$ cat config.mk
export PLATFORM = sky130hd
export DESIGN_NAME = aes_input_loader_flat
export DESIGN_NICKNAME = d
export VERILOG_FILES = /design/src/rtl/aes_input_loader_if.sv /design/src/rtl/aes_input_loader.sv /design/src/flat_wrapper.sv
export SDC_FILE = /design/constraint.sdc
export NUM_CORES = 1
export LEC_CHECK = 0
export ABC_AREA = 1
export ABC_CLOCK_PERIOD_IN_PS = 2100
export CAP_MARGIN = 5
export CORE_MARGIN = 4
export CORE_UTILIZATION = 35
export CTS_BUF_LIST = sky130_fd_sc_hd__clkbuf_4 sky130_fd_sc_hd__clkbuf_8 sky130_fd_sc_hd__clkbuf_16
export DETAILED_ROUTE_END_ITERATION = 16
export HOLD_SLACK_MARGIN = 0.05
export PLACE_DENSITY_LB_ADDON = 0.12
export SLEW_MARGIN = 20
export SYNTH_ARGS = -nofsm -noshare
export SYNTH_HDL_FRONTEND = slang
export SYNTH_SLANG_ARGS = --single-unit
export TNS_END_PERCENT = 20
$ cat constraint.sdc
create_clock -name AES_clk -period 2.1 [get_ports AES_clk]
set_clock_uncertainty 0.2 [all_clocks]
set_input_delay 0.42 -clock AES_clk [delete_from_list [all_inputs] [get_ports AES_clk]]
set_output_delay 0.42 -clock AES_clk [all_outputs]
set_load 0.05 [all_outputs]
$ cat src/rtl/aes_input_loader_if.sv
// Upstream word stream into the AES input loader: one 32-bit word per
// in_valid && in_ready cycle, plus the key-reuse sideband.
interface aes_input_loader_if;
    // valid/ready: a word moves on every cycle where in_valid && in_ready.
    // The source holds in_valid, in_word and in_key_reuse steady until that
    // cycle and may not retract them. in_ready never depends on in_valid.
    logic        in_valid;
    logic        in_ready;
    logic [31:0] in_word;
    logic        in_key_reuse;

    modport master (
        output in_valid,
        output in_word,
        output in_key_reuse,
        input  in_ready
    );

    modport slave (
        input  in_valid,
        input  in_word,
        input  in_key_reuse,
        output in_ready
    );
endinterface

$ cat src/rtl/aes_input_loader.sv
// Collects four key words and four plaintext words, then runs the AES core and
// waits for completion or timeout. Key reuse is enabled by AES_LOADER_KEY_REUSE_EN.
module aes_input_loader #(
    parameter int unsigned TIMEOUT_CYCLES = 64
) (
    input  logic                AES_clk,
    input  logic                AES_rst,
    aes_input_loader_if.slave   in_if,
    output logic                AES_en,
    output logic [127:0]        AES_data_in,
    output logic [127:0]        AES_key_in,
    input  logic                AES_data_out_valid,
    output logic                busy,
    output logic                timeout_err,
    output logic [2:0]          dbg_state_o
);

    typedef enum logic [2:0] {
        S_IDLE      = 3'd0,
        S_LOAD_KEY  = 3'd1,
        S_LOAD_DATA = 3'd2,
        S_RUN       = 3'd3,
        S_REARM     = 3'd4
    } state_e;

    localparam logic [7:0] TMO_LAST = 8'(TIMEOUT_CYCLES - 1);

    state_e       state_q;
    logic [1:0]   word_cnt_q;
    logic [7:0]   tmo_cnt_q;
    logic [127:0] key_q;
    logic [127:0] data_q;
    logic         en_q;
    logic         err_q;

    logic         in_ready_w;
    logic         accept;
    logic         last_word;
    logic         tmo_hit;
    logic         reuse_hit;

    // Held off during reset so no word can be taken on the edge that clears state.
    assign in_ready_w = ((state_q == S_IDLE) || (state_q == S_LOAD_KEY) ||
                         (state_q == S_LOAD_DATA)) && !AES_rst;
    assign accept     = in_if.in_valid && in_ready_w;
    assign last_word  = (word_cnt_q == 2'd3);
    assign tmo_hit    = (tmo_cnt_q == TMO_LAST);

`ifdef AES_LOADER_KEY_REUSE_EN
    logic key_valid_q;

    assign reuse_hit = in_if.in_key_reuse && key_valid_q;

    always_ff @(posedge AES_clk) begin
        if (AES_rst) begin
            key_valid_q <= 1'b0;
        end else if ((state_q == S_LOAD_KEY) && accept && last_word) begin
            key_valid_q <= 1'b1;
        end
    end
`else
    logic unused_key_reuse;

    assign unused_key_reuse = in_if.in_key_reuse;
    assign reuse_hit        = 1'b0;
`endif

    always_ff @(posedge AES_clk) begin
        if (AES_rst) begin
            state_q    <= S_IDLE;
            word_cnt_q <= 2'd0;
            tmo_cnt_q  <= 8'd0;
            key_q      <= 128'd0;
            data_q     <= 128'd0;
            en_q       <= 1'b0;
            err_q      <= 1'b0;
        end else begin
            err_q <= 1'b0;
            case (state_q)
                S_IDLE: begin
                    if (accept) begin
                        word_cnt_q <= 2'd1;
                        if (reuse_hit) begin
                            data_q  <= {data_q[95:0], in_if.in_word};
                            state_q <= S_LOAD_DATA;
                        end else begin
                            key_q   <= {key_q[95:0], in_if.in_word};
                            state_q <= S_LOAD_KEY;
                        end
                    end
                end
                S_LOAD_KEY: begin
                    if (accept) begin
                        key_q      <= {key_q[95:0], in_if.in_word};
                        word_cnt_q <= word_cnt_q + 2'd1;
                        if (last_word) begin
                            state_q <= S_LOAD_DATA;
                        end
                    end
                end
                S_LOAD_DATA: begin
                    // The 4th data word wraps the counter to 0 and starts the core.
                    if (accept) begin
                        data_q     <= {data_q[95:0], in_if.in_word};
                        word_cnt_q <= word_cnt_q + 2'd1;
                        if (last_word) begin
                            state_q   <= S_RUN;
                            en_q      <= 1'b1;
                            tmo_cnt_q <= 8'd0;
                        end
                    end
                end
                S_RUN: begin
                    // Completion takes priority over a timeout landing on the same cycle.
                    if (AES_data_out_valid) begin
                        state_q <= S_REARM;
                        en_q    <= 1'b0;
                    end else if (tmo_hit) begin
                        state_q <= S_REARM;
                        en_q    <= 1'b0;
                        err_q   <= 1'b1;
                    end else begin
                        tmo_cnt_q <= tmo_cnt_q + 8'd1;
                    end
                end
                S_REARM: begin
                    state_q <= S_IDLE;
                end
                default: begin
                    state_q <= S_IDLE;
                    en_q    <= 1'b0;
                end
            endcase
        end
    end

    assign in_if.in_ready = in_ready_w;
    assign AES_en         = en_q;
    assign AES_key_in     = key_q;
    assign AES_data_in    = data_q;
    assign timeout_err    = err_q;
    assign busy           = (state_q != S_IDLE);
    assign dbg_state_o    = state_q;

endmodule

$ cat src/flat_wrapper.sv
// flat-port wrapper written by rule: the top's interface ports become plain ports
module aes_input_loader_flat 
#(
    parameter int unsigned TIMEOUT_CYCLES = 64
)
  (AES_clk, AES_rst, AES_en, AES_data_in, AES_key_in, AES_data_out_valid, busy, timeout_err, dbg_state_o, in_if_in_valid, in_if_in_word, in_if_in_key_reuse, in_if_in_ready);
  aes_input_loader_if in_if_i ();
  input  logic AES_clk;
  input  logic AES_rst;
  output logic AES_en;
  output logic [127:0] AES_data_in;
  output logic [127:0] AES_key_in;
  input  logic AES_data_out_valid;
  output logic busy;
  output logic timeout_err;
  output logic [2:0] dbg_state_o;
  input wire logic [$bits(in_if_i.in_valid)-1:0] in_if_in_valid;
  input wire logic [$bits(in_if_i.in_word)-1:0] in_if_in_word;
  input wire logic [$bits(in_if_i.in_key_reuse)-1:0] in_if_in_key_reuse;
  output wire logic [$bits(in_if_i.in_ready)-1:0] in_if_in_ready;
  assign in_if_i.in_valid = in_if_in_valid;
  assign in_if_i.in_word = in_if_in_word;
  assign in_if_i.in_key_reuse = in_if_in_key_reuse;
  assign in_if_in_ready = in_if_i.in_ready;
  aes_input_loader #(.TIMEOUT_CYCLES(TIMEOUT_CYCLES)) u_core (.AES_clk(AES_clk), .AES_rst(AES_rst), .in_if(in_if_i), .AES_en(AES_en), .AES_data_in(AES_data_in), .AES_key_in(AES_key_in), .AES_data_out_valid(AES_data_out_valid), .busy(busy), .timeout_err(timeout_err), .dbg_state_o(dbg_state_o));
endmodule
* After elaboration in Yosys (flattened, before gate mapping)
Cells that the tools add are included.
** Storage, ports and cells
- Flip-flop bits (word level) :: 271
- Bits in latches :: 0
- Memory bits (writable) :: 0
- Memory bits (read-only) :: 0
- Output and inout port bits :: 263
- Word-level logic and storage cells :: 67
- Memories kept :: 0
** Cells by class
- $add $sub $neg :: 2
- Multiply operators :: 0
- Div/mod/pow operators :: 0
- Order comparisons :: 0
- Equality and inequality tests :: 15
- Shift operators :: 0
- Multiplexer cells :: 22
- Bitwise logic cells :: 2
- Reductions and logical operators :: 19
** Operator list (count)
- $mux W8 :: 4
- $mux W3 :: 7
- $pmux W8 S2 :: 1
- $ne A2 B1 Y1 const B :: 6
- $pmux W3 S4 :: 1
- $add A8 B1 Y8 const B :: 1
- $eq A8 B6 Y1 const B :: 1
- $eq A3 B2 Y1 const B :: 2
- $reduce_and A6 Y1 :: 1
- $reduce_or A3 Y1 :: 2
- $mux W1 :: 5
- $reduce_and A5 Y1 :: 1
- $mux W2 :: 2
- $ne A2 B2 Y1 const B :: 2
- $pmux W2 S2 :: 1
- $reduce_and A2 Y1 :: 2
- $reduce_and A4 Y1 :: 1
- $reduce_bool A2 Y1 :: 2
- $reduce_or A2 Y1 :: 2
- $eq A3 B1 Y1 const B :: 1
- $eq A3 B3 Y1 const B :: 1
- $logic_not A3 Y1 :: 1
- $ne A3 B2 Y1 const B :: 1
- $pmux W1 S3 :: 1
- other kinds (8) :: 11

* Logic depth before layout (Yosys ltp)
- Depth in word-level cells :: 7
- Depth in mapped cells :: 10
- Mapped depth without buffers :: 10

* Worst setup path after synthesis
OpenSTA, ideal clock, no wires.
- Kind :: reg2out
- Start :: register u_core.state_q[0], in the netlist u_core.dbg_state_o[0]
- End :: output in_if_in_ready
- Data arrival time :: 1.985 ns
- Required time :: 1.480 ns
- Slack :: -0.505 ns
- Cell stages (with the launch flop) :: 4
- Path buffers :: 0
- Cell sequence :: dfxtp_1 > nor2_2 > nand2_1 > a21oi_1
** Between the ends
- Cells in the longest elaborated chain, start to end :: 4
- Elaborated cells on any way between the ends :: 6
** Ends and longest elaborated chain
- start: declaration :: line aes_input_loader.sv:28 : state_e state_q;
- start signal: assignment :: line aes_input_loader.sv:70 : state_q <= S_IDLE;
- start signal: assignment :: line aes_input_loader.sv:85 : state_q <= S_LOAD_DATA;
- start signal: assignment :: line aes_input_loader.sv:88 : state_q <= S_LOAD_KEY;
- $eq A3 B1 Y1 / $logic_not A3 Y1 (equally long branches) :: line aes_input_loader.sv:43 : assign in_ready_w = ((state_q == S_IDLE) || (state_q == S_LOAD_KEY) ||
- $logic_or A1 B1 Y1 :: line aes_input_loader.sv:43
- $logic_or A1 B1 Y1 (*) :: line aes_input_loader.sv:43
- $logic_and A1 B1 Y1 (*) :: line aes_input_loader.sv:44 : (state_q == S_LOAD_DATA)) && !AES_rst;
- end: declaration :: line flat_wrapper.sv:20 : output wire logic [$bits(in_if_i.in_ready)-1:0] in_if_in_ready;
Every way passes the cells marked *; elsewhere a longest branch is shown, timed or not.

* Final worst setup path
Ends and elaborated chain as after synthesis.

==> impl_results.html <==
<table>
<tr><th>Metric</th><th>Value</th></tr>
<tr><th colspan="2">Worst setup path</th></tr>
<tr><td>Critical path class</td><td>register to primary output</td></tr>
<tr><td>R2r startpoint</td><td>u_core.tmo_cnt_q[0]$_SDFFE_PP0P_</td></tr>
<tr><td>Reg-to-Reg End</td><td>u_core.tmo_cnt_q[4]$_SDFFE_PP0P_</td></tr>
<tr><td>Maximum fanout along the worst path</td><td>5</td></tr>
<tr><td>Worst Path Arrival</td><td>1.53 ns</td></tr>
<tr><td>Kind of cell adding the most delay to the critical path</td><td>flip-flops</td></tr>
<tr><td>Total buffers and inverters traversed by the critical path</td><td>2</td></tr>
<tr><td>Critical Path Sink Type</td><td>primary output</td></tr>
<tr><td>Critical path data required time</td><td>1.48 ns</td></tr>
<tr><td>Slowest CP cell</td><td>dfxtp_4</td></tr>
<tr><td>Max stage delay on crit path</td><td>0.37 ns</td></tr>
<tr><td>Flop-to-flop setup slack</td><td>0.19 ns</td></tr>
<tr><td>Worst Reg-to-Reg Cells</td><td>9</td></tr>
<tr><td>Sort of element at the start of the critical path</td><td>register</td></tr>
<tr><td>Cell Chain, Critical Path</td><td>nor2_4 &gt; buf_6 &gt; nand2_8 &gt; a21oi_4 &gt; buf_12</td></tr>
<tr><th colspan="2">Synthesis</th></tr>
<tr><td>Post-Synthesis Net Count</td><td>1,276</td></tr>
<tr><td>Synthesis-stage register bit count</td><td>271</td></tr>
<tr><td>Syn. warnings</td><td>0</td></tr>
<tr><td>Average size of a mapped cell</td><td>7.89 µm²</td></tr>
<tr><td>Mapped Cells</td><td>1,237</td></tr>
<tr><td>Sequential element share of the synthesized area</td><td>55.6%</td></tr>
<tr><td>Post-Syn Area</td><td>9760 µm²</td></tr>
<tr><td>Library cells used by synthesis</td><td>24</td></tr>
<tr><th colspan="2">Min path</th></tr>
<tr><td>End point of the worst hold path</td><td>u_core.AES_data_in[41]$_SDFFE_PP0P_</td></tr>
<tr><td>Critical hold path startpoint</td><td>AES_rst</td></tr>
<tr><td>Class of the worst hold path</td><td>primary input to register</td></tr>
<tr><td>Hold Path Depth</td><td>3</td></tr>
<tr><th colspan="2">Global route</th></tr>
<tr><td>Initial antenna violation count</td><td>0</td></tr>
<tr><td>Global route total overflow</td><td>0</td></tr>
<tr><td>Vias in the first global route</td><td>8,183</td></tr>
<tr><td>Overall routing resource usage</td><td>17.3%</td></tr>
<tr><td>Largest net degree at the start of global routing</td><td>118</td></tr>
<tr><td>Wire length of the first global-routing pass</td><td>44,200 µm</td></tr>
<tr><th colspan="2">STA</th></tr>
<tr><td>Setup TNS</td><td>-0.0655 ns</td></tr>
<tr><td>Unrepaired setup endpoints after global routing</td><td>true</td></tr>
<tr><td>Final hold violations</td><td>0</td></tr>
<tr><td>Hold WS</td><td>0.143 ns</td></tr>
<tr><td>Post-layout minimum cycle time</td><td>2.15 ns</td></tr>
<tr><td>Worst rel slew slack</td><td>60.5%</td></tr>
<tr><td>Maximum operating frequency</td><td>465 MHz</td></tr>
<tr><td>Transition time at the pin with the least slew margin</td><td>0.592 ns</td></tr>
<tr><td>Final Max Tran Viols</td><td>0</td></tr>
<tr><td>Finish-stage setup viols</td><td>2</td></tr>
<tr><td>Tcrit/Tclk final</td><td>102%</td></tr>
<tr><td>Min setup slack post-route</td><td>-0.0488 ns</td></tr>
<tr><th colspan="2">Placed design</th></tr>
<tr><td>Number of port buffers</td><td>298</td></tr>
<tr><td>RD Place Congestion</td><td>0.811</td></tr>
<tr><td>Placed wire-length estimate after detailed placement</td><td>19,800 µm</td></tr>
<tr><td>Placed cell area</td><td>12,500 µm²</td></tr>
<tr><th colspan="2">Floorplanning</th></tr>
<tr><td>Die height</td><td>175 µm</td></tr>
<tr><td>Core Region</td><td>27,200 µm²</td></tr>
<tr><td>Total Die Area</td><td>30,600 µm²</td></tr>
<tr><td>Row count</td><td>60</td></tr>
<tr><td>Initial core utilization</td><td>35.9%</td></tr>
<tr><td>Horizontal die dimension</td><td>175 µm</td></tr>
<tr><td>Ports</td><td>300</td></tr>
<tr><th colspan="2">Power and ir drop</th></tr>
<tr><td>Share of total power in sequential cells</td><td>44.4%</td></tr>
<tr><td>Relative contribution of the clock network to total power</td><td>40.4%</td></tr>
<tr><td>Net switching power of the design</td><td>3460 µW</td></tr>
<tr><td>Maximum resistive drop on vdd</td><td>0.000505 V</td></tr>
<tr><td>Combinational group share of total power</td><td>15.1%</td></tr>
<tr><td>Switching power as a share of total power</td><td>27.8%</td></tr>
<tr><td>Cell area power density</td><td>917 nW/µm²</td></tr>
<tr><td>Cell leakage power</td><td>0.00553 µW</td></tr>
<tr><td>Total power</td><td>12,400 µW</td></tr>
<tr><td>Cell-internal power</td><td>8990 µW</td></tr>
<tr><th colspan="2">Cells and area</th></tr>
<tr><td>Inserted Diodes</td><td>0</td></tr>
<tr><td>Post-layout nets</td><td>1,549</td></tr>
<tr><td>Final instance area</td><td>13,600 µm²</td></tr>
<tr><td>Layout-stage area growth over the synthesis result</td><td>39.2%</td></tr>
<tr><td>Filler Cell Count</td><td>2,725</td></tr>
<tr><td>Utilization after layout</td><td>50.0%</td></tr>
<tr><td>Fraction of final layout cells with drive strength greater than 1</td><td>23.0%</td></tr>
<tr><td>Leading cell type in the layout, fill and taps excluded</td><td>nand2_1</td></tr>
<tr><td>Highest-count cells in the layout ignoring fill and taps</td><td>nand2_1, dfxtp_1, buf_4</td></tr>
<tr><th colspan="2">Status</th></tr>
<tr><td>Result of the run</td><td>finished, violations left</td></tr>
<tr><td>Violations in the final reports</td><td>negative setup slack</td></tr>
<tr><th colspan="2">Flow run</th></tr>
<tr><td>Max capacitance violation total</td><td>0</td></tr>
<tr><th colspan="2">Clock network</th></tr>
<tr><td>Clk pin slew, worst setup/hold paths</td><td>0.06 ns</td></tr>
<tr><td>Root Driver</td><td>clkbuf_16</td></tr>
<tr><td>Cts bufs inserted</td><td>29</td></tr>
<tr><td>H-tree depth</td><td>1</td></tr>
<tr><td>Clock tree from TritonCTS</td><td>done</td></tr>
<tr><td># clock sinks</td><td>271</td></tr>
<tr><td>Clock insertion delay at the later pin of the skew report</td><td>0.53 ns</td></tr>
<tr><td>Number of buffers between clock root and the deepest sink</td><td>3</td></tr>
<tr><th colspan="2">Drt</th></tr>
<tr><td>Routed wire length per instance</td><td>15.0 µm</td></tr>
<tr><td>Detail-routed via count per cell</td><td>4.60</td></tr>
<tr><td>Number of routed nets with antenna violations</td><td>0</td></tr>
<tr><td>Initial DRC Count</td><td>491</td></tr>
<tr><td>Total via count after detailed routing</td><td>8,747</td></tr>
<tr><td># DRC</td><td>0</td></tr>
<tr><td>First drt pass iteration count</td><td>4</td></tr>
<tr><td>Total Wirelength</td><td>28,400 µm</td></tr>
</table>
==> state kept, by name, indices dropped and copies added, names as in the netlist <==
register            flops
u_core.AES_data_in    128
u_core.dbg_state_o      3
u_core.timeout_err      1
u_core.tmo_cnt_q        8
u_core.word_cnt_q       2
u_core.AES_key_in     128
u_core.AES_en           1
==> cells in the mapped netlist <==
cell	count	area, µm²
inv_2	3	11.3
a211oi_1	1	7.51
nand2_2	2	12.5
inv_1	143	537
buf_4	14	105
nor4_1	1	6.26
o21bai_1	1	7.51
o21ai_0	135	676
nor2_2	3	18.8
nand3_2	1	10.0
ha_1	2	25.0
nand4_1	2	12.5
nand2_1	286	1070
nor3b_1	2	15.0
nor2_1	18	67.6
nand3_1	9	45.0
a21oi_1	265	1330
dfxtp_1	271	5430
nor3_1	2	10.0
nand4_2	2	25.0
buf_2	42	210
a31oi_1	1	6.26
buf_6	1	11.3
clkbuf_1	30	113
==> tightest hold or removal path: cells and delay by family <==
family                 cells  cell delay (ns)
buffers and inverters      2             0.34
AO/OA/AOI/OAI              1             0.06
==> routing by layer <==
layer | global-route usage, % | part of all wire (%)
met5 | 0 | 0
met4 | 4.98 | 2.9
met3 | 4.35 | 6.0
met2 | 30.4 | 50
met1 | 21.1 | 41
==> kinds of logic after synthesis <==
group | count (synthesis) | share of synthesized area (%)
flops | 271 | 55.6
compound gates | 403 | 20.7
buf+inv | 233 | 10.1
simple gates | 328 | 13.3
fa+ha+maj | 2 | 0.256
==> worst max-delay path by stage <==
stage	cells past startpoint	startpoint	end
floorplan	4	u_core.dbg_state_o[0]$_SDFFE_PP0P_	in_if_in_ready
global placement	6	in_if_in_valid	u_core.AES_key_in[51]$_SDFFE_PP0P_
detailed placement	8	in_if_in_valid	u_core.tmo_cnt_q[4]$_SDFFE_PP0P_
CTS	6	u_core.dbg_state_o[1]$_SDFFE_PP0P_	in_if_in_ready
global route	5	u_core.dbg_state_o[0]$_SDFFE_PP0P_	in_if_in_ready
finish	5	u_core.dbg_state_o[0]$_SDFFE_PP0P_	in_if_in_ready
==> cell type report <==
class	instances	area [µm²]	area share (%)
clock buffer	44	901	6.63
clock inverter	5	50.0	0.369
inverter	146	559	4.12
multi-input combinational	733	3400	25.1
sequential	271	5440	40.0
tap	372	465	3.43
timing repair buffer	329	2760	20.4
==> power groups by stage <==
| stage | registers, µW | logic (µW) | clock network (µW) |
|---|---|---|---|
| after floorplan | 6320 | 525 | 0 |
| after global placement | 5650 | 1860 | 0 |
| after detailed placement | 5650 | 1860 | 0 |
| after CTS | 5540 | 1860 | 5180 |
| after global routing | 5560 | 2020 | 5360 |
| final | 5530 | 1890 | 5030 |
==> stage by stage <==
stage / std cells / setup WS [ns]
after floorplan: 1237 / 0.0900
after global placement: 1844 / -0.0790
after detailed placement: 1844 / -0.0516
after CTS: 1893 / -0.181
after global routing: 1900 / -0.114
final: 1900 / -0.0488
==> what timing repair did <==
| action | 4_1_cts | 5_1_grt |
|---|---|---|
| pin swaps | 0 | 4 |
| hold endpoints to repair | 0 | 0 |
| buffers inserted | 0 | 7 |
| hold buffers | 0 | 0 |
| resized for setup | 17 | 14 |
| setup endpoints to repair | 16 | 2 |
No activity file was read; power rests on OpenSTA's default activity.
